File: src/rtl/game_turn_controller.sv
//-----------------------------------------------------------------------------
// game_turn_controller
//
// Turn sequencer for a multi-player board game. One player at a time is given
// a move enable; a move request from that player is handed to the board logic
// for a single CHECK cycle, after which the board's verdict (illegal move,
// win, full board, or plain legal move) decides whether the same player
// retries, the turn passes on, or the game ends. An optional per-turn timeout
// skips players that do not move. Each new game starts with the player after
// the one who opened the previous game.
//
// PID_W must be set to clog2(NUM_PLAYERS) by the instantiating level.
//-----------------------------------------------------------------------------
`timescale 1ns/1ps

module game_turn_controller #(
    parameter int NUM_PLAYERS = 2,
    parameter int PID_W       = 1,
    parameter int TIMEOUT_CYC = 0,
    parameter int MOVE_W      = 4
) (
    input  logic                   clk,
    input  logic                   reset,
    input  logic [NUM_PLAYERS-1:0] play,
    input  logic                   ill_move,
    input  logic                   win,
    input  logic                   no_space,
    input  logic                   new_game,
    output logic [NUM_PLAYERS-1:0] play_en,
    output logic [PID_W-1:0]       cur_player,
    output logic                   game_over,
    output logic [PID_W-1:0]       winner,
    output logic                   draw,
    output logic                   timeout_p,
    output logic [MOVE_W-1:0]      move_count
);

    typedef enum logic [1:0] {
        TURN  = 2'd0,
        CHECK = 2'd1,
        DONE  = 2'd2
    } state_t;

    // Wait counter only needs to reach TIMEOUT_CYC-1; keep at least one bit
    // so the design still elaborates cleanly when the timeout is disabled.
    localparam int                WAIT_W    = (TIMEOUT_CYC > 1) ? $clog2(TIMEOUT_CYC) : 1;
    localparam int                TO_LAST_I = (TIMEOUT_CYC > 0) ? (TIMEOUT_CYC - 1) : 0;
    localparam logic [WAIT_W-1:0] TO_LAST   = TO_LAST_I[WAIT_W-1:0];
    localparam bit                TO_EN     = (TIMEOUT_CYC > 0);

    state_t              state;
    logic [PID_W-1:0]    first_player;
    logic [WAIT_W-1:0]   wait_cnt;

    logic                move_req;
    logic                timeout_hit;

    // One-hot decode of a player index, restricted to the real players so an
    // out-of-range index can never raise a bit beyond NUM_PLAYERS-1.
    function automatic logic [NUM_PLAYERS-1:0] onehot(input logic [PID_W-1:0] pid);
        logic [NUM_PLAYERS-1:0] r;
        r = '0;
        for (int i = 0; i < NUM_PLAYERS; i++) begin
            r[i] = (pid == PID_W'(i));
        end
        return r;
    endfunction

    // Next player in round-robin order, wrapping from the last player to 0.
    function automatic logic [PID_W-1:0] next_pid(input logic [PID_W-1:0] pid);
        logic [PID_W-1:0] r;
        if (pid == PID_W'(NUM_PLAYERS - 1)) begin
            r = '0;
        end else begin
            r = pid + PID_W'(1);
        end
        return r;
    endfunction

    // Move counter increment that sticks at its all-ones maximum.
    function automatic logic [MOVE_W-1:0] sat_inc(input logic [MOVE_W-1:0] v);
        logic [MOVE_W-1:0] r;
        if (v == '1) begin
            r = v;
        end else begin
            r = v + MOVE_W'(1);
        end
        return r;
    endfunction

    // Only the current player's strobe counts; everyone else's is masked off.
    assign move_req    = |(play & onehot(cur_player));
    assign timeout_hit = TO_EN && (wait_cnt == TO_LAST);

    // Turn FSM with all outputs registered alongside the state.
    always_ff @(posedge clk or negedge reset) begin
        if (!reset) begin
            state        <= TURN;
            cur_player   <= '0;
            first_player <= '0;
            wait_cnt     <= '0;
            play_en      <= {{(NUM_PLAYERS-1){1'b0}}, 1'b1};
            move_count   <= '0;
            winner       <= '0;
            draw         <= 1'b0;
            game_over    <= 1'b0;
            timeout_p    <= 1'b0;
        end else begin
            timeout_p <= 1'b0;
            case (state)
                TURN: begin
                    if (move_req) begin
                        // A real move always wins over a coincident timeout.
                        state    <= CHECK;
                        play_en  <= '0;
                        wait_cnt <= '0;
                    end else if (timeout_hit) begin
                        cur_player <= next_pid(cur_player);
                        play_en    <= onehot(next_pid(cur_player));
                        timeout_p  <= 1'b1;
                        wait_cnt   <= '0;
                    end else if (TO_EN) begin
                        wait_cnt <= wait_cnt + WAIT_W'(1);
                    end
                end

                CHECK: begin
                    wait_cnt <= '0;
                    if (ill_move) begin
                        // Same player tries again; nothing is counted.
                        state   <= TURN;
                        play_en <= onehot(cur_player);
                    end else if (win) begin
                        state      <= DONE;
                        winner     <= cur_player;
                        draw       <= 1'b0;
                        game_over  <= 1'b1;
                        move_count <= sat_inc(move_count);
                    end else if (no_space) begin
                        state      <= DONE;
                        draw       <= 1'b1;
                        game_over  <= 1'b1;
                        move_count <= sat_inc(move_count);
                    end else begin
                        state      <= TURN;
                        move_count <= sat_inc(move_count);
                        cur_player <= next_pid(cur_player);
                        play_en    <= onehot(next_pid(cur_player));
                    end
                end

                DONE: begin
                    wait_cnt <= '0;
                    if (new_game) begin
                        // Rotate the opening player so starts are shared fairly.
                        state        <= TURN;
                        first_player <= next_pid(first_player);
                        cur_player   <= next_pid(first_player);
                        play_en      <= onehot(next_pid(first_player));
                        move_count   <= '0;
                        winner       <= '0;
                        draw         <= 1'b0;
                        game_over    <= 1'b0;
                    end
                end

                default: begin
                    state    <= TURN;
                    wait_cnt <= '0;
                    play_en  <= onehot(cur_player);
                end
            endcase
        end
    end

endmodule

File: config.mk
export PLATFORM = sky130hd
export DESIGN_NAME = game_turn_controller
export DESIGN_NICKNAME = d
export VERILOG_FILES = /design/src/rtl/game_turn_controller.sv
export SDC_FILE = /design/constraint.sdc
export NUM_CORES = 1
export LEC_CHECK = 0
export CORE_MARGIN = 5
export CORE_UTILIZATION = 50
export DETAILED_ROUTE_END_ITERATION = 6
export PLACE_DENSITY_LB_ADDON = 0.08
export SLEW_MARGIN = 20
export SYNTH_ARGS = -nofsm -noshare
export SYNTH_HDL_FRONTEND = slang
export SYNTH_SLANG_ARGS = --single-unit
File: constraint.sdc
create_clock -name clk -period 3.9 [get_ports clk]
set_input_delay 0.585 -clock clk [delete_from_list [all_inputs] [get_ports clk]]
set_output_delay 0.585 -clock clk [all_outputs]
set_load 0.01 [all_outputs]
# Word level (Yosys, flattened, before mapping)
# Cells that the tools add are included.
[word_totals]
ff_bits = 13
mem_bits_rw = 0
word_cells = 74
latchBits = 0
in_bits = 8
n_memories = 0
romBits = 0
[classes]
n_mux = 36
n_reduce_logical = 10
addsub = 3
n_bitwise = 4
n_shift = 0
n_mul = 0
eq_ne = 13
n_lt_le_gt_ge = 0
n_div = 0
[op_table]
columns = ["operator", "count"]
rows = [
  ["2-bit 2-to-1 mux", 10],
  ["1-bit 2-to-1 mux", 16],
  ["4-bit AND reduction", 4],
  ["2-bit != test, second input constant", 7],
  ["4-bit 2-to-1 mux", 3],
  ["2-bit case mux with 3 select lines", 2],
  ["3-bit != test, second input constant", 3],
  ["1-bit case mux with 2 select lines", 4],
  ["4-bit case mux with 2 select lines", 1],
  ["5-bit AND reduction", 1],
  ["4-bit by 1-bit adder with 4-bit output, second input constant", 1],
  ["4-bit == test, second input constant", 1],
  ["2-bit AND reduction", 2],
  ["1-bit inverter", 3],
  ["1-bit adder, second input constant", 2],
  ["2-bit AND", 1],
  ["2-bit by 1-bit == test with 1-bit output, second input constant", 1],
  ["2-bit == test, second input constant", 1],
  ["2-bit zero test", 1],
  ["2-bit nonzero test", 1],
  ["2-bit OR reduction", 1],
]

# Depth between registers and ports, before layout
# Gate-level depths: netlist of the first run.
[logic_depth]
ltp_word = 11
mapped_depth = 6
depth_no_buf = 5

# Worst setup path after synthesis of the first run
# OpenSTA, ideal clock, no wires.
[synth_timing]
kind = "input -> register"
start = "input ill_move"
end = "register play_en[1]"
arrival_time_ns = 1.652
setup_time_ns = 0.125
path_slack_ns = 2.123
t_required_ns = 3.775
n_path_buf = 1
stages = 5
path_cell_list = "or3b_1 buf_6 o22ai_4 a31o_4 mux2_4"
[synth_via]
elab_chain_len = 2
elab_cells_between_ends = 5
[synth_rtl]
columns = ["item", "line", "source"]
rows = [
  ["start, declared", "25", "input logic ill_move,"],
  ["3-bit != test (no source line) / 2-bit 2-to-1 mux (equally long branches)", "-", ""],
  ["4-bit AND reduction (no source line) / 2-bit case mux with 3 select lines (equally long branches)", "-", ""],
  ["end signal, assigned", "102", "play_en <= {{(NUM_PLAYERS-1){1'b0}}, 1'b1};"],
  ["end signal, assigned", "119", "play_en <= onehot(next_pid(cur_player));"],
  ["end signal, assigned", "132", "play_en <= onehot(cur_player);"],
  ["end, declared", "29", "output logic [NUM_PLAYERS-1:0] play_en,"],
]
# Parallel ways exist; a longest one is shown, timed or not.
# A chain may end at the register's enable or synchronous reset.

# Worst setup path in the final report of the first run
# Same ends and word-level chain as after synthesis.

==> flow_summary_export.csv, run 1 <==
group,metric,value,unit
clocking,cts_setup_buffers,0,
layout,layout-drive-gt1-share,13.64,%
power,vdd_drop_max,0.3830,mV
floorplanning,die_w,48.43,um
worst_setup_path,worstSetupEndpointType,"flip-flop",
worst_setup_path,crit_required,4.06,ns
power,p_clk_share,11.7,%
route,drt_wl_total,1.440,mm
route,vias,593,
grt,grt_first_pass_wirelength,2.518,mm
route,drc,0,
layout,syn_to_final_growth,24.75,%
power,sw_frac_of_total,37.79,%
yosys,synth_nets,80,
clocking,clk_pin_slew_worst_paths,0.08,ns
worst_setup_path,path_max_fanout,6,
grt,busiest_layer,"met2",
yosys,synth_flop_cell,"dfrtp_1",
yosys,yosys.cell_types.count,34,
timing,report.final.slew_viol_count,0,
timing,finalCritPeriodShare,54.18,%
power,switchingPower,266.1,uW
yosys,syn_inst,71,
yosys,synth_commonest_cells,"dfrtp_1 (12), nand2_1 (6), a21oi_1 (5), o21ai_0 (4)",
power,p_int,438.2,uW
layout,regArea,326.6,sq um
yosys,synth_seq_cells,13,
floorplanning,start_util,54.68,%
placement,io_buffers,17,
timing,hold_violations,0,
worst_setup_path,r2r_slack,2.10,ns
floorplanning,die-area,2345,sq um
worst_hold_path,hp-class,"reg2reg",
power,power_density,764.8,nW/um^2
grt,gr-usage-all-layers,13.57,%
yosys,synth-edff-count,0,
floorplanning,rows,13,
route,wire_per_inst,13.98,um
yosys,yosysTopAreaCellShare,40.68,%
yosys,syn_area,738.2,sq um
status,status,"complete, no violations",
floorplanning,die_h,48.43,um
clocking,tritoncts,"built",
worst_setup_path,worstPathArrival,2.28,ns
layout,fin_nets,98,
power,p_leak,0.3780,nW
timing,finalSetupTns,0,ns
grt,grt_max_degree,14,
floorplanning,ios,19,
clocking,htree_levels,1,
route,drt_first_iter_violations,13,
clocking,clock-sinks,13,
worst_setup_path,crit_type,"in2reg",
yosys,synth_most_common_cell,"dfrtp_1",
timing,worst_slew_pin_slew,0.5775,ns
power,comb_power_share,51.0,%
layout,final_util,68.21,%
timing,rsz0062_at_grt,"no",
clocking,clk_latency,0.27,ns
grt,met2_usage,19.35,%
timing,whs,0.5045,ns
route,vias_per_cell,5.757,
yosys,synth_area_leaders,"dfrtp_1 (41%), mux2i_1 (4.1%), mux2_4 (4.1%)",
job,cap_violations,0,
layout,antenna_cells,0,
clocking,postCtsResizedCells,0,
grt,grt_overflow_total,0,
yosys,ys_warn_count,0,
grt,grt_antenna_before_repair,0,
timing,period_minus_slack,2.113,ns
floorplanning,core,1350,sq um
clocking,clockRootBuffer,"clkbuf_4",
layout,multi_input_area,366.6,sq um
clocking,cts_buffers,3,
yosys,synth_top_cell_by_area,"dfrtp_1",
placement,dp_hpwl,1.142,mm
clocking,cts-hold-fix-buffers,0,
layout,n_fill_cell,112,
timing,skew,0.0009062,ns
placement,gp_congestion,0.7270,
timing,max_freq,0.4733,GHz
timing,setup_viol,0,
power,seqPwrFrac,37.3,%
yosys,async_flop_share,100.0,%
timing,relSlewSlack,61.38,%
grt,grt_pass1_vias,538,
route,ant_nets,0,
grt,use_met1,18.70,%
grt,use_met3,4.281,%
worst_setup_path,cp-start-kind,"input port",
yosys,synth_seq_area_share,44.24,%
route,drt_pass1_iterations,4,
yosys,syn_avg_cell_area,10.40,sq um
clocking,cts_buffer_depth,2,
==> metrics by stage <==
stage	setup slack, ns	area, sq um	power (mW)	instances
2_1_floorplan	2.123	738.2	0.4987	71
3_3_place_gp	1.541	893.4	0.6199	99
3_5_place_dp	1.490	893.4	0.6272	99
4_1_cts	1.785	920.9	0.7113	103
5_1_grt	1.745	920.9	0.7673	103
6_report	1.787	920.9	0.7043	103
==> cell usage in the layout (no fill, tap or decap), types with 2 or more instances in the layout <==
cell and count:
dfrtp_1 12, clkdlybuf4s50_1 17, nor2_1 3, a21oi_1 5, nand3_1 3, nor3_1 2, o22ai_1 2, nor3b_1 2
o21ai_0 4, inv_1 3, clkbuf_4 3, nand2_1 6, mux2_4 2, mux2i_1 3, a22oi_1 2
==> cells by family after synthesis <==
group / share of synthesized area, %
flops: 44.24
xor+xnor: 1.187
fa+ha+maj: 1.695
simple gates: 18.81
buf+inv: 6.101
compound gates: 19.32
mux: 8.136
other cells: 0.5080
==> worst max-delay path: stages <==
cell             delay, ns
clkdlybuf4s50_1       0.51
or3b_1                0.52
o22ai_4               0.24
a31o_4                0.14
mux2_4                0.29
==> per-layer routing <==
layer,vias to the layer above,wire length [um]
met5,-,0
met4,0,13
met3,2,130
met2,32,651
met1,264,645
li1,295,-
==> power groups by stage <==
stage          Clock, mW  Sequential [mW]  Combinational (mW)
4_1_cts           0.0847            0.264               0.363
2_1_floorplan          0            0.265               0.234
5_1_grt           0.0920            0.277               0.399
6_report          0.0823            0.263               0.359
3_3_place_gp           0            0.265               0.355
3_5_place_dp           0            0.266               0.361
==> state kept, by name, summed over array words and instances (netlist names) <==
name,cells
winner,1
cur_player,1
move_count,4
draw,1
first_player,1
play_en,2
state,2
game_over,1
==> final timing paths <==
check | startpoint | to | cells past startpoint
max reg2reg | state[1] | play_en[1] | 4
min in group asynchronous | reset | move_count[3] | 1
max in group asynchronous | reset | move_count[1] | 1
max | ill_move | play_en[1] | 5
min | first_player | first_player | 1
min reg2reg | first_player | first_player | 1
==> layout make-up <==
type                       count  area share [%]
clock buffer                   3           2.446
clock inverter                 1          0.5435
inverter                       3           1.223
multi-input combinational     51           39.81
sequential                    13           35.46
tap                           15           2.038
timing repair buffer          17           18.48
No activity file was read; power rests on OpenSTA's default activity.
==> run 2, diff against run 1 <==
--- a/config.mk
+++ b/config.mk
@@ -6,7 +6,7 @@
 export NUM_CORES = 1
 export LEC_CHECK = 0
 export CORE_MARGIN = 5
-export CORE_UTILIZATION = 50
+export CORE_UTILIZATION = 46
 export DETAILED_ROUTE_END_ITERATION = 6
 export PLACE_DENSITY_LB_ADDON = 0.08
 export SLEW_MARGIN = 20
==> constraint.sdc (replaced) <==
create_clock -name clk -period 2 [get_ports clk]
set_input_delay 0.3 -clock clk [delete_from_list [all_inputs] [get_ports clk]]
set_output_delay 0.3 -clock clk [all_outputs]
set_load 0.01 [all_outputs]
==> flow_summary_export.csv, run 2 (synthesis gave the netlist of run 1 again) <==
group,metric,value,unit
timing,skew,0.003002,ns
route,drt_first_iter_violations,9,
job,cap_violations,0,
timing,relSlewSlack,61.29,%
route,ant_nets,0,
route,drt_wl_total,1.588,mm
worst_setup_path,critPathTopFamily,"buffers and inverters",
grt,grt_first_pass_wirelength,2.753,mm
floorplanning,ios,19,
floorplanning,core,1506,sq um
power,seqPwrFrac,35.5,%
clocking,htree_levels,1,
placement,io_buffers,17,
layout,final_common_cell,"clkdlybuf4s50_1",
timing,report.final.slew_viol_count,0,
clocking,cts_buffer_depth,2,
status,status,"complete, no violations",
clocking,clock-sinks,13,
power,comb_power_share,53.1,%
clocking,postCtsResizedCells,0,
placement,placed_area,932.1,sq um
layout,syn_to_final_growth,30.00,%
power,sw_frac_of_total,37.94,%
route,vias_per_cell,5.642,
layout,fin_nets,103,
clocking,tritoncts,"built",
worst_setup_path,cp-start-kind,"flip-flop",
timing,finalCritPeriodShare,83.64,%
worst_setup_path,crit_path_start,"cur_player",
layout,n_fill_cell,131,
power,p_clk_share,11.4,%
worst_setup_path,path_cells,"clkdlybuf4s50_1",
timing,worst_slew_pin_slew,0.5788,ns
worst_setup_path,worstReg2RegStart,"state[0]",
placement,dp_hpwl,1.219,mm
worst_setup_path,worstRegToRegCells,4,
route,drt_pass1_iterations,4,
clocking,clk_pin_slew_worst_paths,0.08,ns
worst_setup_path,path_max_fanout,8,
power,switchingPower,541.1,uW
layout,final_cell_mix,"clkdlybuf4s50_1 (17), dfrtp_1 (12), nand2_1 (6)",
power,power_density,1486,nW/um^2
floorplanning,rows,14,
timing,hold_violations,0,
floorplanning,start_util,49.00,%
layout,instances_no_fill,109,
route,drc,0,
clocking,clockRootBuffer,"clkbuf_4",
power,power,1.426,mW
worst_hold_path,hp-class,"in2async",
worst_setup_path,r2r_slack,0.40,ns
layout,antenna_cells,0,
route,wire_per_inst,14.57,um
placement,gp_congestion,0.7919,
layout,largest_reg_flops,4,
clocking,cts_setup_buffers,0,
route,vias,615,
layout,reg_top3,"move_count (4), play_en (2), state (2)",
clocking,cts-hold-fix-buffers,0,
worst_setup_path,path_depth,1,
layout,final_util,63.70,%
floorplanning,die-area,2506,sq um
worst_setup_path,r2r-end,"play_en[1]",
worst_setup_path,worstPathArrival,1.37,ns
floorplanning,die_w,50.06,um
worst_setup_path,crit_type,"reg2out",
grt,grt_antenna_before_repair,0,
clocking,clk_latency,0.28,ns
timing,rsz0062_at_grt,"no",
layout,top_register,"move_count",
worst_setup_path,worst-path-buf-inv,1,
worst_setup_path,worstSetupEndpointType,"primary output",
power,vdd_drop_max,0.6594,mV
timing,max_freq,0.5978,GHz
timing,period_minus_slack,1.673,ns
grt,grt_max_degree,14,
timing,finalSetupTns,0,ns
clocking,cts_buffers,3,
layout,design_area,959.7,sq um
grt,gr-usage-all-layers,14.22,%
grt,grt_overflow_total,0,
placement,place_inst,105,
worst_setup_path,max_stage_delay,0.59,ns
floorplanning,die_h,50.06,um
power,p_int,885.2,uW
worst_setup_path,crit_end,"cur_player",
worst_setup_path,crit_required,1.70,ns
grt,grt_pass1_vias,621,
timing,setup_viol,0,
worst_setup_path,cp_slowest_cell,"clkdlybuf4s50_1",
layout,layout-drive-gt1-share,18.28,%
power,p_leak,0.4029,nW
==> run 2: how the worst min path moves through the flow <==
stage	startpoint	endpoint	slack (ns)	cells after the start
final	reset	play_en[1]	0.38	1
after detailed placement	game_over	game_over	0.47	2
after global placement	game_over	game_over	0.49	2
after CTS	reset	play_en[1]	0.40	1
after floorplan	reset	cur_player	0.004	0
after global routing	reset	play_en[1]	0.42	1
==> run 2: final cells by class <==
class	instances	area [sq um]	share of cell area (%)
inverters	3	11.26	1.173
clock inverters	1	5.005	0.5215
repair buffers	22	207.7	21.64
clock buffers	3	22.52	2.347
well taps	16	20.02	2.086
flip-flops and latches	13	326.6	34.03
multi-input cells	51	366.6	38.20
==> run 2: stage by stage <==
step / worst slack [ns] / hold WS (ns)
final: 0.3271 / 0.3827
after global routing: 0.2602 / 0.4180
after CTS: 0.3249 / 0.4048
after detailed placement: 0.1038 / 0.4732
after global placement: 0.1356 / 0.4871
after floorplan: 0.3035 / 0.004409
==> run 2: power by group through the flow <==
stage                     logic [mW]  clock network, mW  registers (mW)
after floorplan                0.456                  0           0.516
after global placement         0.743                  0           0.507
after detailed placement       0.756                  0           0.511
after CTS                      0.766              0.168           0.507
after global routing           0.837              0.185           0.529
final                          0.757              0.163           0.506
==> run 2: per-layer routing <==
metal / track usage [%] / wire length, um
met2: 20.92 / 731
met1: 18.57 / 737
met3: 4.518 / 84
met5: 0 / 0
met4: 6.550 / 35
==> run 2: worst reg2reg max path: cells and delay by family, from the launching register on <==
family             cells  cell delay (ns)
muxes                  1             0.29
and+or+nand+nor        1             0.43
AOI/OAI and AO/OA      2             0.34
DFF                    1             0.43
==> run 3, diff against run 2 <==
--- a/config.mk
+++ b/config.mk
@@ -6,7 +6,7 @@
 export NUM_CORES = 1
 export LEC_CHECK = 0
 export CORE_MARGIN = 5
-export CORE_UTILIZATION = 46
+export CORE_UTILIZATION = 42
 export DETAILED_ROUTE_END_ITERATION = 6
 export PLACE_DENSITY_LB_ADDON = 0.08
 export SLEW_MARGIN = 20
==> constraint.sdc (replaced) <==
create_clock -name clk -period 1.5 [get_ports clk]
set_input_delay 0.225 -clock clk [delete_from_list [all_inputs] [get_ports clk]]
set_output_delay 0.225 -clock clk [all_outputs]
set_load 0.01 [all_outputs]
==> flow_summary_export.csv, run 3 (synthesis gave the netlist of run 1 again) <==
group,metric,value,unit
status,status,"complete, no violations",
route,vias,669,
layout,antenna_cells,0,
clocking,clock-sinks,13,
worst_hold_path,hp-class,"in2async",
route,wire_per_inst,13.22,um
route,drc,0,
placement,place_inst,129,
route,ant_nets,0,
floorplanning,core,1708,sq um
floorplanning,die-area,2696,sq um
clocking,cts_buffers,3,
layout,reg_top3,"move_count (4), play_en (2), state (2)",
job,cap_violations,0,
timing,skew,0.003510,ns
floorplanning,start_util,43.22,%
clocking,clk_latency,0.27,ns
clocking,clockRootBuffer,"clkbuf_4",
floorplanning,rows,15,
route,vias_per_cell,4.956,
layout,largest_reg_flops,4,
worst_setup_path,cp-start-kind,"input port",
placement,io_buffers,17,
worst_setup_path,crit_required,1.67,ns
worst_setup_path,worstReg2RegStart,"state[1]",
layout,layout-drive-gt1-share,35.45,%
grt,grt_first_pass_wirelength,3.174,mm
grt,grt_overflow_total,0,
timing,hold_violations,0,
power,vdd_drop_max,0.9418,mV
layout,top_register,"move_count",
layout,design_area,1137,sq um
placement,dp_hpwl,1.409,mm
placement,place_ws,-0.3061,ns
power,p_leak,0.4963,nW
worst_setup_path,crit_path_start,"ill_move",
worst_setup_path,worstSetupEndpointType,"flip-flop",
worst_setup_path,crit_end,"play_en[1]",
clocking,htree_levels,1,
clocking,cts_buffer_depth,2,
worst_setup_path,worstPathArrival,1.65,ns
layout,n_fill_cell,140,
grt,gr-usage-all-layers,16.34,%
worst_setup_path,worstRegToRegCells,4,
power,power_density,1857,nW/um^2
layout,instances_no_fill,135,
layout,syn_to_final_growth,54.07,%
grt,grt_antenna_before_repair,0,
floorplanning,die_h,51.93,um
timing,rsz0062_at_grt,"yes",
route,drt_first_iter_violations,9,
floorplanning,die_w,51.93,um
layout,final_common_cell,"buf_4",
layout,fin_nets,120,
clocking,tritoncts,"built",
floorplanning,ios,19,
timing,setup_slack,0.01395,ns
grt,grt_max_degree,14,
worst_setup_path,path_max_fanout,2,
clocking,cts-hold-fix-buffers,0,
layout,final_cell_mix,"buf_4 (22), clkdlybuf4s50_1 (13), dfrtp_1 (12)",
timing,finalSetupTns,0,ns
timing,setup_viol,0,
placement,placed_area,1056,sq um
timing,report.final.slew_viol_count,0,
route,drt_wl_total,1.785,mm
timing,finalCritPeriodShare,99.07,%
timing,period_minus_slack,1.486,ns
placement,gp_congestion,0.8076,
timing,max_freq,0.6729,GHz
worst_setup_path,r2r_slack,0.02,ns
worst_setup_path,r2r-end,"play_en[1]",
worst_setup_path,crit_type,"in2reg",
clocking,clk_pin_slew_worst_paths,0.08,ns
route,drt_pass1_iterations,5,
grt,grt_pass1_vias,682,
[run 3: layer usage]
layer / part of all wire, % / vias up / GRT usage [%] / wire length (um)
li1: - / 334 / - / -
met1: 43 / 319 / 20.14 / 772
met2: 51 / 12 / 26.99 / 904
met3: 4.2 / 4 / 3.152 / 75
met4: 1.8 / 0 / 7.860 / 33
met5: 0 / - / 0 / 0
[run 3: per-stage QoR]
stage               util, %  power [mW]  hold WS, ns
floorplan                 -       1.295     -0.07059
global placement      61.83       1.803       0.4865
detailed placement    61.83       1.827       0.4792
CTS                   63.66       2.054       0.2461
global route          66.59       2.292       0.2701
finish                66.59       2.112       0.2455
[run 3: what timing repair did]
action	in CTS	in global routing
buffers inserted	0	2
pin swaps	0	4
setup endpoints to repair	7	10
gates resized for setup	5	9
[run 3: worst min path at each step]
stage / start / to / slack [ns]
after global routing: reset / play_en[1] / 0.27
after CTS: reset / state[1] / 0.25
final: reset / play_en[1] / 0.25
after global placement: game_over / game_over / 0.49
after floorplan: reset / cur_player / -0.07
after detailed placement: game_over / game_over / 0.48
[run 3: critical path, cell delays in order]
cell and delay [ns]:
clkdlybuf4s50_1 0.42, or3b_4 0.42, o22ai_4 0.17, a31o_4 0.13, mux2_4 0.29
[run 3: report_power, final]
| group | internal, mW | total [mW] | switching, mW |
|---|---|---|---|
| logic | 0.711 | 1.27 | 0.562 |
| clock network | 0.103 | 0.221 | 0.118 |
| registers | 0.515 | 0.618 | 0.103 |
| total | 1.33 | 2.11 | 0.783 |
[run 3: layout make-up]
type | instances | area [sq um] | area share, %
Multi-Input combinational cell | 51 | 404.1 | 35.53
Sequential cell | 13 | 326.6 | 28.71
Inverter | 3 | 15.01 | 1.320
Timing Repair Buffer | 39 | 334.1 | 29.37
Tap cell | 25 | 31.28 | 2.750
Clock buffer | 4 | 26.28 | 2.310
